$ cat src/rtl/mac_stream_unit_if.sv
// rtl/mac_stream_unit_if.sv - stream bundle for the MAC engine (input, weight, bias, result)
interface mac_stream_unit_if #(
    parameter int DATA_W = 8,
    parameter int LANES  = 2,
    parameter int BIAS_W = 8,
    parameter int OUT_W  = 8
);
    logic                    i_tvalid;
    logic                    i_tready;
    logic [LANES*DATA_W-1:0] i_tdata;
    logic                    i_tlast;
    logic                    k_tvalid;
    logic                    k_tready;
    logic [LANES*DATA_W-1:0] k_tdata;
    logic                    b_tvalid;
    logic                    b_tready;
    logic [BIAS_W-1:0]       b_tdata;
    logic                    o_tvalid;
    logic                    o_tready;
    logic [OUT_W-1:0]        o_tdata;

    // master: the streamers and writeback stage around the engine
    modport master (
        output i_tvalid, i_tdata, i_tlast, k_tvalid, k_tdata, b_tvalid, b_tdata, o_tready,
        input  i_tready, k_tready, b_tready, o_tvalid, o_tdata
    );

    // slave: the MAC engine itself
    modport slave (
        input  i_tvalid, i_tdata, i_tlast, k_tvalid, k_tdata, b_tvalid, b_tdata, o_tready,
        output i_tready, k_tready, b_tready, o_tvalid, o_tdata
    );
endinterface

$ cat src/rtl/mac_stream_unit.sv
// rtl/mac_stream_unit.sv - signed multi-lane stream MAC with bias, shift and saturation; MAC_RELU_EN clamps negatives to 0
module mac_stream_unit #(
    parameter int DATA_W = 8,
    parameter int LANES  = 2,
    parameter int ACC_W  = 24,
    parameter int BIAS_W = 8,
    parameter int OUT_W  = 8,
    parameter int SHIFT  = 0
) (
    input  logic                 clk,
    input  logic                 reset,
    mac_stream_unit_if.slave     bus,
    output logic                 busy
);
    localparam int PW = 2 * DATA_W;

    typedef enum logic [1:0] {
        IDLE  = 2'd0,
        ACCUM = 2'd1,
        OUT   = 2'd2
    } state_t;

    // Clamp limits of the output width, expressed at accumulator width
    localparam logic signed [ACC_W-1:0] OMAX = {{(ACC_W-OUT_W+1){1'b0}}, {(OUT_W-1){1'b1}}};
    localparam logic signed [ACC_W-1:0] OMIN = {{(ACC_W-OUT_W+1){1'b1}}, {(OUT_W-1){1'b0}}};

    state_t                    state_q, state_d;
    logic signed [ACC_W-1:0]   acc_q, acc_d;
    logic        [OUT_W-1:0]   o_tdata_q, o_tdata_d;
    logic                      o_tvalid_q, o_tvalid_d;

    logic signed [PW-1:0]      a_ext, w_ext, prod;
    logic signed [ACC_W-1:0]   beat_sum, acc_sum, shifted;
    logic signed [OUT_W-1:0]   sat_val, res_val;
    logic                      beat;

    always_comb begin
        beat_sum = '0;
        a_ext    = '0;
        w_ext    = '0;
        prod     = '0;
        for (int l = 0; l < LANES; l++) begin
            a_ext    = PW'($signed(bus.i_tdata[l*DATA_W +: DATA_W]));
            w_ext    = PW'($signed(bus.k_tdata[l*DATA_W +: DATA_W]));
            prod     = a_ext * w_ext;
            beat_sum = beat_sum + ACC_W'(prod);
        end
        acc_sum = acc_q + beat_sum;
        shifted = acc_sum >>> SHIFT;
        if (shifted > OMAX)
            sat_val = OMAX[OUT_W-1:0];
        else if (shifted < OMIN)
            sat_val = OMIN[OUT_W-1:0];
        else
            sat_val = shifted[OUT_W-1:0];
`ifdef MAC_RELU_EN
        res_val = sat_val[OUT_W-1] ? '0 : sat_val;
`else
        res_val = sat_val;
`endif
    end

    always_comb begin
        state_d      = state_q;
        acc_d        = acc_q;
        o_tdata_d    = o_tdata_q;
        o_tvalid_d   = o_tvalid_q;
        bus.b_tready = 1'b0;
        bus.i_tready = 1'b0;
        bus.k_tready = 1'b0;
        beat         = 1'b0;
        case (state_q)
            IDLE: begin
                bus.b_tready = 1'b1;
                if (bus.b_tvalid) begin
                    acc_d   = ACC_W'($signed(bus.b_tdata));
                    state_d = ACCUM;
                end
            end
            ACCUM: begin
                // Each ready depends on the other stream's valid so i and k advance only together
                bus.i_tready = bus.k_tvalid;
                bus.k_tready = bus.i_tvalid;
                beat         = bus.i_tvalid & bus.k_tvalid;
                if (beat) begin
                    acc_d = acc_sum;
                    if (bus.i_tlast) begin
                        o_tdata_d  = res_val;
                        o_tvalid_d = 1'b1;
                        state_d    = OUT;
                    end
                end
            end
            OUT: begin
                if (bus.o_tready) begin
                    o_tvalid_d = 1'b0;
                    state_d    = IDLE;
                end
            end
            default: state_d = IDLE;
        endcase
    end

    always_ff @(posedge clk or posedge reset) begin
        if (reset) begin
            state_q    <= IDLE;
            acc_q      <= '0;
            o_tdata_q  <= '0;
            o_tvalid_q <= 1'b0;
        end else begin
            state_q    <= state_d;
            acc_q      <= acc_d;
            o_tdata_q  <= o_tdata_d;
            o_tvalid_q <= o_tvalid_d;
        end
    end

    assign bus.o_tdata  = o_tdata_q;
    assign bus.o_tvalid = o_tvalid_q;
    assign busy         = (state_q != IDLE);
endmodule

$ cat src/flat_wrapper.sv
// flat-port wrapper written by rule: the top's interface ports become plain ports
module mac_stream_unit_flat 
#(
    parameter int DATA_W = 8,
    parameter int LANES  = 2,
    parameter int ACC_W  = 24,
    parameter int BIAS_W = 8,
    parameter int OUT_W  = 8,
    parameter int SHIFT  = 0
)
  (clk, reset, busy, bus_i_tvalid, bus_i_tdata, bus_i_tlast, bus_k_tvalid, bus_k_tdata, bus_b_tvalid, bus_b_tdata, bus_o_tready, bus_i_tready, bus_k_tready, bus_b_tready, bus_o_tvalid, bus_o_tdata);
  mac_stream_unit_if #(.DATA_W(DATA_W), .LANES(LANES), .BIAS_W(BIAS_W), .OUT_W(OUT_W)) bus_i ();
  input  logic clk;
  input  logic reset;
  output logic busy;
  input wire logic [$bits(bus_i.i_tvalid)-1:0] bus_i_tvalid;
  input wire logic [$bits(bus_i.i_tdata)-1:0] bus_i_tdata;
  input wire logic [$bits(bus_i.i_tlast)-1:0] bus_i_tlast;
  input wire logic [$bits(bus_i.k_tvalid)-1:0] bus_k_tvalid;
  input wire logic [$bits(bus_i.k_tdata)-1:0] bus_k_tdata;
  input wire logic [$bits(bus_i.b_tvalid)-1:0] bus_b_tvalid;
  input wire logic [$bits(bus_i.b_tdata)-1:0] bus_b_tdata;
  input wire logic [$bits(bus_i.o_tready)-1:0] bus_o_tready;
  output wire logic [$bits(bus_i.i_tready)-1:0] bus_i_tready;
  output wire logic [$bits(bus_i.k_tready)-1:0] bus_k_tready;
  output wire logic [$bits(bus_i.b_tready)-1:0] bus_b_tready;
  output wire logic [$bits(bus_i.o_tvalid)-1:0] bus_o_tvalid;
  output wire logic [$bits(bus_i.o_tdata)-1:0] bus_o_tdata;
  assign bus_i.i_tvalid = bus_i_tvalid;
  assign bus_i.i_tdata = bus_i_tdata;
  assign bus_i.i_tlast = bus_i_tlast;
  assign bus_i.k_tvalid = bus_k_tvalid;
  assign bus_i.k_tdata = bus_k_tdata;
  assign bus_i.b_tvalid = bus_b_tvalid;
  assign bus_i.b_tdata = bus_b_tdata;
  assign bus_i.o_tready = bus_o_tready;
  assign bus_i_tready = bus_i.i_tready;
  assign bus_k_tready = bus_i.k_tready;
  assign bus_b_tready = bus_i.b_tready;
  assign bus_o_tvalid = bus_i.o_tvalid;
  assign bus_o_tdata = bus_i.o_tdata;
  mac_stream_unit #(.DATA_W(DATA_W), .LANES(LANES), .ACC_W(ACC_W), .BIAS_W(BIAS_W), .OUT_W(OUT_W), .SHIFT(SHIFT)) u_core (.clk(clk), .reset(reset), .bus(bus_i), .busy(busy));
endmodule
$ cat config.mk
export PLATFORM = sky130hd
export DESIGN_NAME = mac_stream_unit_flat
export DESIGN_NICKNAME = d
export VERILOG_FILES = /design/src/rtl/mac_stream_unit_if.sv /design/src/rtl/mac_stream_unit.sv /design/src/flat_wrapper.sv
export SDC_FILE = /design/constraint.sdc
export NUM_CORES = 1
export LEC_CHECK = 0
export BUFFER_PORTS_ARGS = -buffer_cell sky130_fd_sc_hd__buf_2
export CAP_MARGIN = 20
export CORE_UTILIZATION = 35
export DETAILED_ROUTE_END_ITERATION = 7
export PLACE_DENSITY = 0.6
export SYNTH_ARGS = -nofsm -noshare
export SYNTH_HDL_FRONTEND = slang
export SYNTH_SLANG_ARGS = --single-unit
$ cat constraint.sdc
create_clock -name clk -period 3.3 [get_ports clk]
set_input_delay 0.165 -clock clk [delete_from_list [all_inputs] [get_ports clk]]
set_output_delay 0.165 -clock clk [all_outputs]
set_load 0.1 [all_outputs]
==> results.md, run 1 <==
- Worst-path fanout max: 8
- Remaining antenna violation count: 0
- Critical path data required time: 3460 ps
- Insertion delay to the later sink of the worst-skew pair: 280 ps
- Crit path setup slack, layout: -3895 ps
- Type of the worst setup path: in -> reg
- Slowest Stage Delay on Critical Path: 550 ps
- Number of standard cells after synthesis: 913
- Pre-Repair DR Iteration Count: 4
- Count of flip-flops with a built-in enable after synthesis: 0
- Part of the Yosys area used for sequential elements: 0.1064
- Final standard cell area without fillers: 12,250 um^2
- Setup-failing EPs final: 30
- DRC violations left: 0
- Hold violation count in the final report: 0
- Asr flop ratio synth: 1.000
- Number of warnings printed during yosys synthesis: 0
- Cell with the largest stage delay on the worst path: fa_1
- Top cell by count, worst path: fa_1
- Number of CTS-inserted buffers: 5
- Clock tree from TritonCTS: yes
- Cell variety after synth: 58
- Global-route wire length before repair: 38,460 um
- Final clock skew: 4.177 ps
- Antenna violations before repair: 0
- Most frequent cells in the layout: 163 x buf_4, 151 x inv_1, 135 x fa_1
- GP Congestion: 0.9037
- Clock Sink Count: 35
- Combined area of all synthesized cells: 8229 um^2
- Path category of the worst min-delay check: in -> reg
- Unrepaired setup endpoints after global routing: yes
- Area share of fa/ha/maj cells after synthesis: 0.4689
- Syn Nets: 1,182
- Worst Path Buf+Inv: 5
- Violated checks: negative setup slack
- Setup crit start kind: input port
- Area share of and/or/nand/nor cells after synthesis: 0.1633
- Most common library cell in the layout ignoring fill and taps: buf_4
- Starting density of the core: 0.3602
- Run status: finished, violations left
- Measured slew at the worst slew-check pin: 1055 ps
- Nets: 1,434
- Layout overhead on the synthesized area: 48.85%
- Cell class contributing the biggest share of worst-path delay: adder cells
- Via-to-Cell Ratio: 4.804
- Vias after detailed routing: 7,105
- Wire length per cell: 15.08 um
- Area share of xor/xnor cells in the synthesized design: 0.04653
- Number of rows created at floorplan: 55
- Fraction of the cycle the final worst path needs: 2.180
- Area of the die: 24,130 um^2
- Clock tree buffer depth: 2
- Standard cell core area: 22,850 um^2
- Worst EP arrival: 7350 ps
- Gr usage total: 0.1981
- Layout cell share with drive strength beyond 1: 0.4237
- Root buffer selected by CTS: clkbuf_16
- Count of state elements after synthesis: 35
- Ant diodes: 0
- Compound-gate portion of the synthesized area: 0.1244
- Number of buffers inserted by port buffering: 59
- Detailed placement HPWL: 18,280 um
- Post-Route WL: 22,300 um
- Top achievable clock speed: 139.0 MHz
- Clock slew seen by the registers of the worst setup and hold paths: 60 ps
- Die Span Y: 155.3 um
- # Max-Cap Violations: 0
- Drt first-iter violations: 342
- Width of the chip: 155.3 um
- Type of element capturing the critical path: register
- H-tree Lvls: 2
- Remaining global-route overflow: 0
- Largest family of logic cells by synthesized area: adder cells
- Number of slew-limit violations in the final report: 0
- Placed inst area: 10,630 um^2
- Worst hold slack: 97.00 ps
- Share of cell area taken by muxes after synthesis: 0.002585
- Relative slew slack: 0.2966
- Min cycle time layout: 7195 ps
- Prevailing post-synth register cell: dfrtp_1
- Num ports: 60
- Vias in the first global route: 7,902
- Largest net degree at the start of global routing: 26
- Mapped Avg Cell Area: 9.013 um^2
-- flip-flops by register name (all words and copies together), names as in the netlist --
| signal | flops |
|---|---|
| u_core.bus.o_tdata | 8 |
| u_core.state_q | 2 |
| u_core.acc_q | 24 |
| u_core.bus.o_tvalid | 1 |
-- kinds of logic (layout without fill, tap and decap cells) --
| kind of cell | count (synthesis) | after routing |
|---|---|---|
| multiplexers | 2 | 2 |
| adder cells (fa/ha/maj) | 222 | 222 |
| XOR/XNOR | 42 | 42 |
| flip-flops | 35 | 35 |
| buffers and inverters | 192 | 445 |
| AND/OR/NAND/NOR | 269 | 269 |
| AO/OA/AOI/OAI | 151 | 151 |
-- what timing repair did --
item                                    in CTS  in global routing
hold buffers                                 0                  1
gates cloned                                 0                  0
setup buffers                               19                  6
hold endpoints to repair                     0                  5
gates resized for setup                    192                 71
pin swaps                                  103                 38
endpoints found under the setup margin      30                 30
-- cells in the mapped netlist (2+ instances only) --
library cell | n | share of area
a211oi_1 | 6 | 0.0055
a21o_1 | 9 | 0.0082
a21oi_1 | 45 | 0.027
a221o_1 | 7 | 0.0085
a31oi_1 | 7 | 0.0053
and2_1 | 77 | 0.059
and3_1 | 5 | 0.0038
buf_2 | 2 | 0.0012
clkbuf_1 | 14 | 0.0064
dfrtp_1 | 35 | 0.11
fa_1 | 144 | 0.35
ha_1 | 78 | 0.12
inv_1 | 175 | 0.080
nand2_1 | 76 | 0.035
nand2b_1 | 8 | 0.0061
nand3_1 | 11 | 0.0067
nand4_1 | 4 | 0.0030
nor2_1 | 60 | 0.027
nor3_1 | 14 | 0.0085
nor4_2 | 2 | 0.0030
o211ai_1 | 5 | 0.0046
o21a_1 | 10 | 0.0091
o21ai_0 | 26 | 0.016
o21ai_1 | 5 | 0.0030
o21bai_1 | 3 | 0.0027
o22ai_1 | 6 | 0.0046
o31a_1 | 2 | 0.0021
o31ai_1 | 3 | 0.0027
o41a_1 | 2 | 0.0027
or2_2 | 2 | 0.0015
or3_1 | 4 | 0.0030
xnor2_1 | 28 | 0.030
xor2_1 | 12 | 0.013
xor2_2 | 2 | 0.0040
-- worst reg2reg max path: cells and delay by family (launching register included) --
kind | cells | cell delay (ps)
AOI/OAI and AO/OA | 5 | 1360
buffers and inverters | 2 | 260
DFF | 1 | 380
and+or+nand+nor | 5 | 950
adders and majority gates | 2 | 530
-- metal layers --
layer  global-route usage  wire, um
met4              0.03361       246
met2               0.3459     11160
met5                    0         0
met1               0.2650     10020
met3              0.02535       871
-- area by class of cell --
type | count | area, um^2
well taps | 313 | 391.6
inverters | 176 | 668.1
multi-input cells | 686 | 7995
repair buffers | 261 | 2150
flip-flops and latches | 35 | 875.8
clock buffers | 5 | 125.1
clock inverters | 3 | 43.79
fillers | 2015 | 10600
-- metrics by stage --
stage          std cells  utilization  setup WS [ps]  TNS [ps]
2_1_floorplan        913            -          -3876    -78230
3_3_place_gp        1446       0.4654          -4269    -95720
3_5_place_dp        1446       0.4654          -4378    -97290
4_1_cts             1471       0.5169          -3970    -85360
5_1_grt             1479       0.5361          -4202    -92460
6_report            1479       0.5361          -3895    -84850
-- worst paths after layout --
| check | to | cells after the start | start | slack (ps) |
|---|---|---|---|---|
| setup / recovery | u_core.bus.o_tdata[6] | 28 | bus_k_tdata[6] | -3890 |
| max in group asynchronous | u_core.acc_q[0] | 4 | reset | 2310 |
| hold reg to reg | u_core.bus.o_tdata[7] | 1 | u_core.bus.o_tdata[7] | 500 |
| hold / removal | u_core.bus.o_tvalid | 2 | bus_o_tready | 100 |
| min in group asynchronous | u_core.acc_q[19] | 3 | reset | 440 |
| setup reg to reg | u_core.bus.o_tdata[6] | 14 | u_core.acc_q[0] | -240 |
Power of run 1 is not shown: default switching activity piles up to over one toggle a cycle in this logic, so the estimate is an artifact.
==> run 2: changes to the inputs <==
--- a/config.mk
+++ b/config.mk
@@ -7,9 +7,9 @@
 export LEC_CHECK = 0
 export BUFFER_PORTS_ARGS = -buffer_cell sky130_fd_sc_hd__buf_2
 export CAP_MARGIN = 20
-export CORE_UTILIZATION = 35
+export CORE_UTILIZATION = 50
 export DETAILED_ROUTE_END_ITERATION = 7
-export PLACE_DENSITY = 0.6
+export PLACE_DENSITY = 0.78
 export SYNTH_ARGS = -nofsm -noshare
 export SYNTH_HDL_FRONTEND = slang
 export SYNTH_SLANG_ARGS = --single-unit
==> constraint.sdc (replaced) <==
create_clock -name clk -period 3.3 [get_ports clk]
set_input_delay 0.165 -clock clk [delete_from_list [all_inputs] [get_ports clk]]
set_output_delay 0.165 -clock clk [all_outputs]
set_load 0.02 [all_outputs]
==> run 2 against run 1 <==
The flow finishes with violations (design-rule violations, negative setup slack). Wire length grew 37%. Design area rose by 1.5%. Register-to-register slack got worse by 370 ps. Sequential share of layout area is 0.11 points lower. Non-clock buffer count grew 13. Count of clock-buffer cells in the layout rose by 1. Critical path depth is 2 higher. Clock skew hardly changed. Global-route usage rose by 10 points. First-iteration DRC count increased by 130%. Critical path type unchanged.
==> results.md, run 2 (synthesis gave the netlist of run 1 again) <==
- Root buffer selected by CTS: clkbuf_16
- GP Congestion: 0.8866 (-1.9%)
- Clock tree from TritonCTS: yes
- Ant diodes: 0 (unchanged)
- Remaining global-route overflow: 0 (unchanged)
- Worst-path fanout max: 7 (-1)
- Most frequent cells in the layout: 170 x buf_4, 143 x inv_1, 132 x fa_1
- Layout overhead on the synthesized area: 51.09%
- Final standard cell area without fillers: 12,430 um^2 (+1.5%)
- Worst EP arrival: 8060 ps (+710 ps)
- Measured slew at the worst slew-check pin: 994.2 ps (-60.99 ps)
- Number of placed instances with taps included: 1,345 (-7.0%)
- Unrepaired setup endpoints after global routing: yes
- Number of rows created at floorplan: 46 (-16%)
- Placement-stage worst setup slack: -4337 ps (+40.73 ps)
- Layout cell share with drive strength beyond 1: 0.4550 (+0.03134)
- DRC violations left: 2 (+2)
- Gr usage total: 0.3011 (+0.1030)
- Most common library cell in the layout ignoring fill and taps: buf_4
- Global-route wire length before repair: 39,710 um (+3.2%)
- Clock Sink Count: 35 (unchanged)
- Run status: finished, violations left
- Clock slew seen by the registers of the worst setup and hold paths: 50 ps (about the same)
- Setup-failing EPs final: 30 (unchanged)
- Final Non-Filler Cells: 1,394 (-5.7%)
- Starting density of the core: 0.5143 (+0.1541)
- Placed inst area: 10,480 um^2 (-1.4%)
- Fraction of the cycle the final worst path needs: 2.377 (+0.1967)
- Detailed placement HPWL: 16,990 um (-7.0%)
- Vias after detailed routing: 8,387 (+18%)
- Insertion delay to the later sink of the worst-skew pair: 280 ps (about the same)
- Slowest Stage Delay on Critical Path: 570 ps (+20 ps)
- Relative slew slack: 0.3372 (+0.04066)
- Largest net degree at the start of global routing: 36 (+38%)
- Num ports: 60 (unchanged)
- Cell with the largest stage delay on the worst path: fa_1
- Standard cell core area: 16,000 um^2 (-30%)
- Area of the die: 16,980 um^2 (-30%)
- Final clock skew: 3.832 ps (-0.3448 ps)
- Critical path data required time: 3510 ps (+50 ps)
- # Max-Cap Violations: 0 (unchanged)
- Width of the chip: 130.3 um (-16%)
- Vias in the first global route: 8,286 (+4.9%)
- Clock tree buffer depth: 2 (unchanged)
- Setup crit start kind: input port
- Hold violation count in the final report: 0 (unchanged)
- Most flop-heavy register: u_core.acc_q
- Path category of the worst min-delay check: in -> reg
- Number of buffers inserted by port buffering: 59 (unchanged)
- Min cycle time layout: 7844 ps (+649.2 ps)
- Type of the worst setup path: in -> reg
- Type of element capturing the critical path: register
- Post-Route WL: 30,600 um (+37%)
- Via-to-Cell Ratio: 6.016 (+25%)
- Drt first-iter violations: 776 (+130%)
- Violated checks: design-rule violations, negative setup slack
- Antenna violations before repair: 0 (unchanged)
- Number of flip-flops in the largest register: 24 (unchanged)
- Top achievable clock speed: 127.5 MHz (-8.3%)
- Top cell by count, worst path: fa_1
- Nets: 1,447 (+0.91%)
- Number of CTS-inserted buffers: 5 (unchanged)
- Remaining antenna violation count: 0 (unchanged)
- Pre-Repair DR Iteration Count: 8 (+4)
- H-tree Lvls: 2 (unchanged)
- Wire length per cell: 21.95 um (+46%)
- Crit path setup slack, layout: -4544 ps (-649.2 ps)
- Final sum of negative setup slack: -96,740 ps (-11,890 ps)
- Die Span Y: 130.3 um (-16%)
- Number of slew-limit violations in the final report: 0 (unchanged)
## run 2: final timing paths
kind                       slack [ps]             startpoint               endpoint  cells after the start
min                               130           bus_o_tready    u_core.bus.o_tvalid                      2
max in group asynchronous        2430                  reset  u_core.bus.o_tdata[4]                      4
max reg2reg                      -610        u_core.acc_q[0]  u_core.bus.o_tdata[5]                     14
min reg2reg                       490  u_core.bus.o_tdata[2]  u_core.bus.o_tdata[2]                      1
max                             -4540         bus_k_tdata[7]  u_core.bus.o_tdata[5]                     30
min in group asynchronous         530                  reset       u_core.acc_q[18]                      4
## run 2: what timing repair did
action / in CTS / in global routing
setup buffers: 21 / 25
gates cloned: 0 / 0
endpoints found under the setup margin: 30 / 30
hold endpoints to repair: 7 / 0
pin swaps: 88 / 90
gates resized for setup: 204 / 130
hold buffers: 1 / 0
## run 2: cell type report
class	instances	area [um^2]
clock buffer	6	138.9
clock inverter	1	5.005
fill	858	3567
inverter	176	669.4
multi-input combinational	686	8178
sequential	35	875.8
tap	216	270.3
timing repair buffer	274	2296
## run 2: worst max-delay path: cells and delay by family
family	cells	cell delay (ps)
simple gates	5	710
buf+inv	6	760
compound gates	8	2070
fa+ha+maj	8	3600
xor+xnor	3	720
## run 2: metrics by stage
| step | util | hold slack (ps) |
|---|---|---|
| after CTS | 0.7297 | 98.17 |
| final | 0.7771 | 125.7 |
| after global routing | 0.7771 | 128.3 |
| after global placement | 0.6551 | 285.2 |
| after floorplan | - | 272.3 |
| after detailed placement | 0.6551 | 291.6 |
## run 2: layer usage
metal / vias to the layer above / GRT usage / part of all wire
li1: 3444 / - / -
met1: 4132 / 0.3759 / 0.35
met2: 582 / 0.5460 / 0.49
met3: 229 / 0.02583 / 0.083
met4: 0 / 0.1047 / 0.073
met5: - / 0 / 0
Power of run 2 is left out for the same reason.
==> run 3: changes to the inputs <==
--- a/config.mk
+++ b/config.mk
@@ -7,9 +7,12 @@
 export LEC_CHECK = 0
 export BUFFER_PORTS_ARGS = -buffer_cell sky130_fd_sc_hd__buf_2
 export CAP_MARGIN = 20
-export CORE_UTILIZATION = 50
+export CELL_PAD_IN_SITES_DETAIL_PLACEMENT = 1
+export CELL_PAD_IN_SITES_GLOBAL_PLACEMENT = 1
+export CORE_UTILIZATION = 44
 export DETAILED_ROUTE_END_ITERATION = 7
-export PLACE_DENSITY = 0.78
+export PLACE_DENSITY = 0.86
+export SETUP_SLACK_MARGIN = 0.4
 export SYNTH_ARGS = -nofsm -noshare
 export SYNTH_HDL_FRONTEND = slang
 export SYNTH_SLANG_ARGS = --single-unit
==> run 3 against run 2 <==
The flow finishes with violations (negative setup slack). Count of clock-buffer cells in the layout decreased by 1. Maximum frequency decreased by 7.8%. Register-to-register slack got worse by 240 ps. Critical endpoint unchanged. Largest cell class unchanged.
==> results.md, run 3 (synthesis gave the netlist of run 1 again) <==
- Slowest Stage Delay on Critical Path: 730 ps (+160 ps)
- Worst-path fanout max: 7 (unchanged)
- Total of hold buffers inserted after clock tree synthesis: 0 (-1)
- Most frequent cells in the layout: 179 x buf_4, 139 x inv_1, 124 x fa_1
- Placed inst area: 10,580 um^2 (+0.89%)
- Standard cell core area: 18,150 um^2 (+13%)
- Clock slew seen by the registers of the worst setup and hold paths: 80 ps (+30 ps)
- Fraction of the cycle the final worst path needs: 2.577 (+0.2001)
- Placement-stage worst setup slack: -4890 ps (-552.8 ps)
- Number of rows created at floorplan: 49 (+6.5%)
- Via-to-Cell Ratio: 6.828 (+13%)
- Final Core Density: 0.7044 (-0.07263)
- Insertion delay to the later sink of the worst-skew pair: 320 ps (+40 ps)
- Number of buffers inserted by port buffering: 59 (unchanged)
- Hold violation count in the final report: 0 (unchanged)
- Remaining global-route overflow: 0 (unchanged)
- Antenna violations before repair: 2 (+2)
- Width of the chip: 138.8 um (+6.5%)
- Clock tree buffer depth: 2 (unchanged)
- Final standard cell area without fillers: 12,780 um^2 (+2.8%)
- Largest net degree at the start of global routing: 36 (unchanged)
- Drt first-iter violations: 1,184 (+53%)
- Number of slew-limit violations in the final report: 0 (unchanged)
- Unrepaired setup endpoints after global routing: yes
- Detailed placement HPWL: 24,850 um (+46%)
- Run status: finished, violations left
- Vias in the first global route: 10.39k (+25%)
- Min cycle time layout: 8504 ps (+660.4 ps)
- Area of the die: 19,250 um^2 (+13%)
- Violated checks: negative setup slack
- DRC violations left: 0 (-2)
- Num ports: 60 (unchanged)
- Post-Route WL: 52,790 um (+73%)
- Global-route wire length before repair: 66,720 um (+68%)
- Worst hold slack: 9.085 ps (-116.6 ps)
- Layout cell share with drive strength beyond 1: 0.4887 (+0.03369)
- Number of CTS-inserted buffers: 5 (unchanged)
- Nets: 1,463 (+1.1%)
- # Max-Cap Violations: 0 (unchanged)
- Layout overhead on the synthesized area: 55.34%
- Type of the worst setup path: in -> reg
- Number of flip-flops in the largest register: 24 (unchanged)
- Most flop-heavy register: u_core.acc_q
- Type of element capturing the critical path: register
- GP Congestion: 0.8788 (-0.88%)
- Measured slew at the worst slew-check pin: 1146 ps (+151.5 ps)
- Clock Sink Count: 35 (unchanged)
- Number of inserted filler cells in the final layout: 1,887 (+120%)
- Setup-failing EPs final: 30 (unchanged)
- Top achievable clock speed: 117.6 MHz (-7.8%)
- Cell with the largest stage delay on the worst path: fa_1
- Wire length per cell: 37.02 um (+69%)
- Clock tree from TritonCTS: yes
- Critical path data required time: 3490 ps (-20 ps)
- Path category of the worst min-delay check: in -> async
- Starting density of the core: 0.4535 (-0.06085)
- Final clock skew: 15.43 ps (+11.60 ps)
- Crit path setup slack, layout: -5204 ps (-660.4 ps)
- H-tree Lvls: 2 (unchanged)
- Pre-Repair DR Iteration Count: 6 (-2)
- Worst EP arrival: 8690 ps (+630 ps)
- Gr usage total: 0.4736 (+0.1725)
- Vias after detailed routing: 9,737 (+16%)
- Most common library cell in the layout ignoring fill and taps: buf_4
- Setup crit start kind: input port
- Relative slew slack: 0.2362 (-0.1010)
- Die Span Y: 138.8 um (+6.5%)
- Root buffer selected by CTS: clkbuf_16
- Remaining antenna violation count: 0 (unchanged)
- Top cell by count, worst path: fa_1
## run 3: layout make-up
| class | instances | area (um^2) | share of cell area |
|---|---|---|---|
| Tap cell | 229 | 286.5 | 0.02241 |
| Clock inverter | 3 | 20.02 | 0.001566 |
| Timing Repair Buffer | 290 | 2475 | 0.1936 |
| Sequential cell | 35 | 875.8 | 0.06851 |
| Clock buffer | 5 | 125.1 | 0.009788 |
| Inverter | 176 | 685.7 | 0.05364 |
| Antenna cell | 2 | 5.005 | 0.0003915 |
| Multi-Input combinational cell | 686 | 8310 | 0.6501 |
## run 3: layer usage
layer	up-vias	track usage	wire (um)
li1	3475	-	-
met1	4707	0.5270	17210
met2	1045	0.7670	22680
met3	508	0.1115	6245
met4	2	0.4158	6619
met5	-	0.002506	39
## run 3: worst max-delay path, delay by kind of cell
kind | cells | cell delay, ps
buffers and inverters | 7 | 860
XOR/XNOR | 1 | 80
adder cells (fa/ha/maj) | 8 | 3940
AO/OA/AOI/OAI | 9 | 1900
AND/OR/NAND/NOR | 7 | 1730
## run 3: worst paths after layout
path,from,cells past startpoint,slack [ps],end
worst max-delay path,bus_i_tdata[4],32,-5200,u_core.bus.o_tdata[5]
worst min-delay path,reset,3,9,u_core.acc_q[22]
worst max register to register,u_core.acc_q[0],14,-850,u_core.bus.o_tdata[6]
worst min register to register,u_core.bus.o_tdata[7],1,530,u_core.bus.o_tdata[7]
max in group asynchronous,reset,3,2900,u_core.bus.o_tdata[4]
min in group clk,bus_o_tready,2,110,u_core.state_q[1]
## run 3: per-stage QoR
stage          instances  TNS (ps)
2_1_floorplan        913    -78220
3_3_place_gp        1357    -94850
3_5_place_dp        1357   -106950
4_1_cts             1397    -94450
5_1_grt             1424   -114970
6_report            1426   -112970
## run 3: timing repair
action / 4_1_cts / 5_1_grt
pin swaps: 83 / 103
cloned: 0 / 0
resized for setup: 192 / 196
setup buffers: 32 / 27
endpoints found under the setup margin: 30 / 31
Power of run 3 is left out for the same reason.
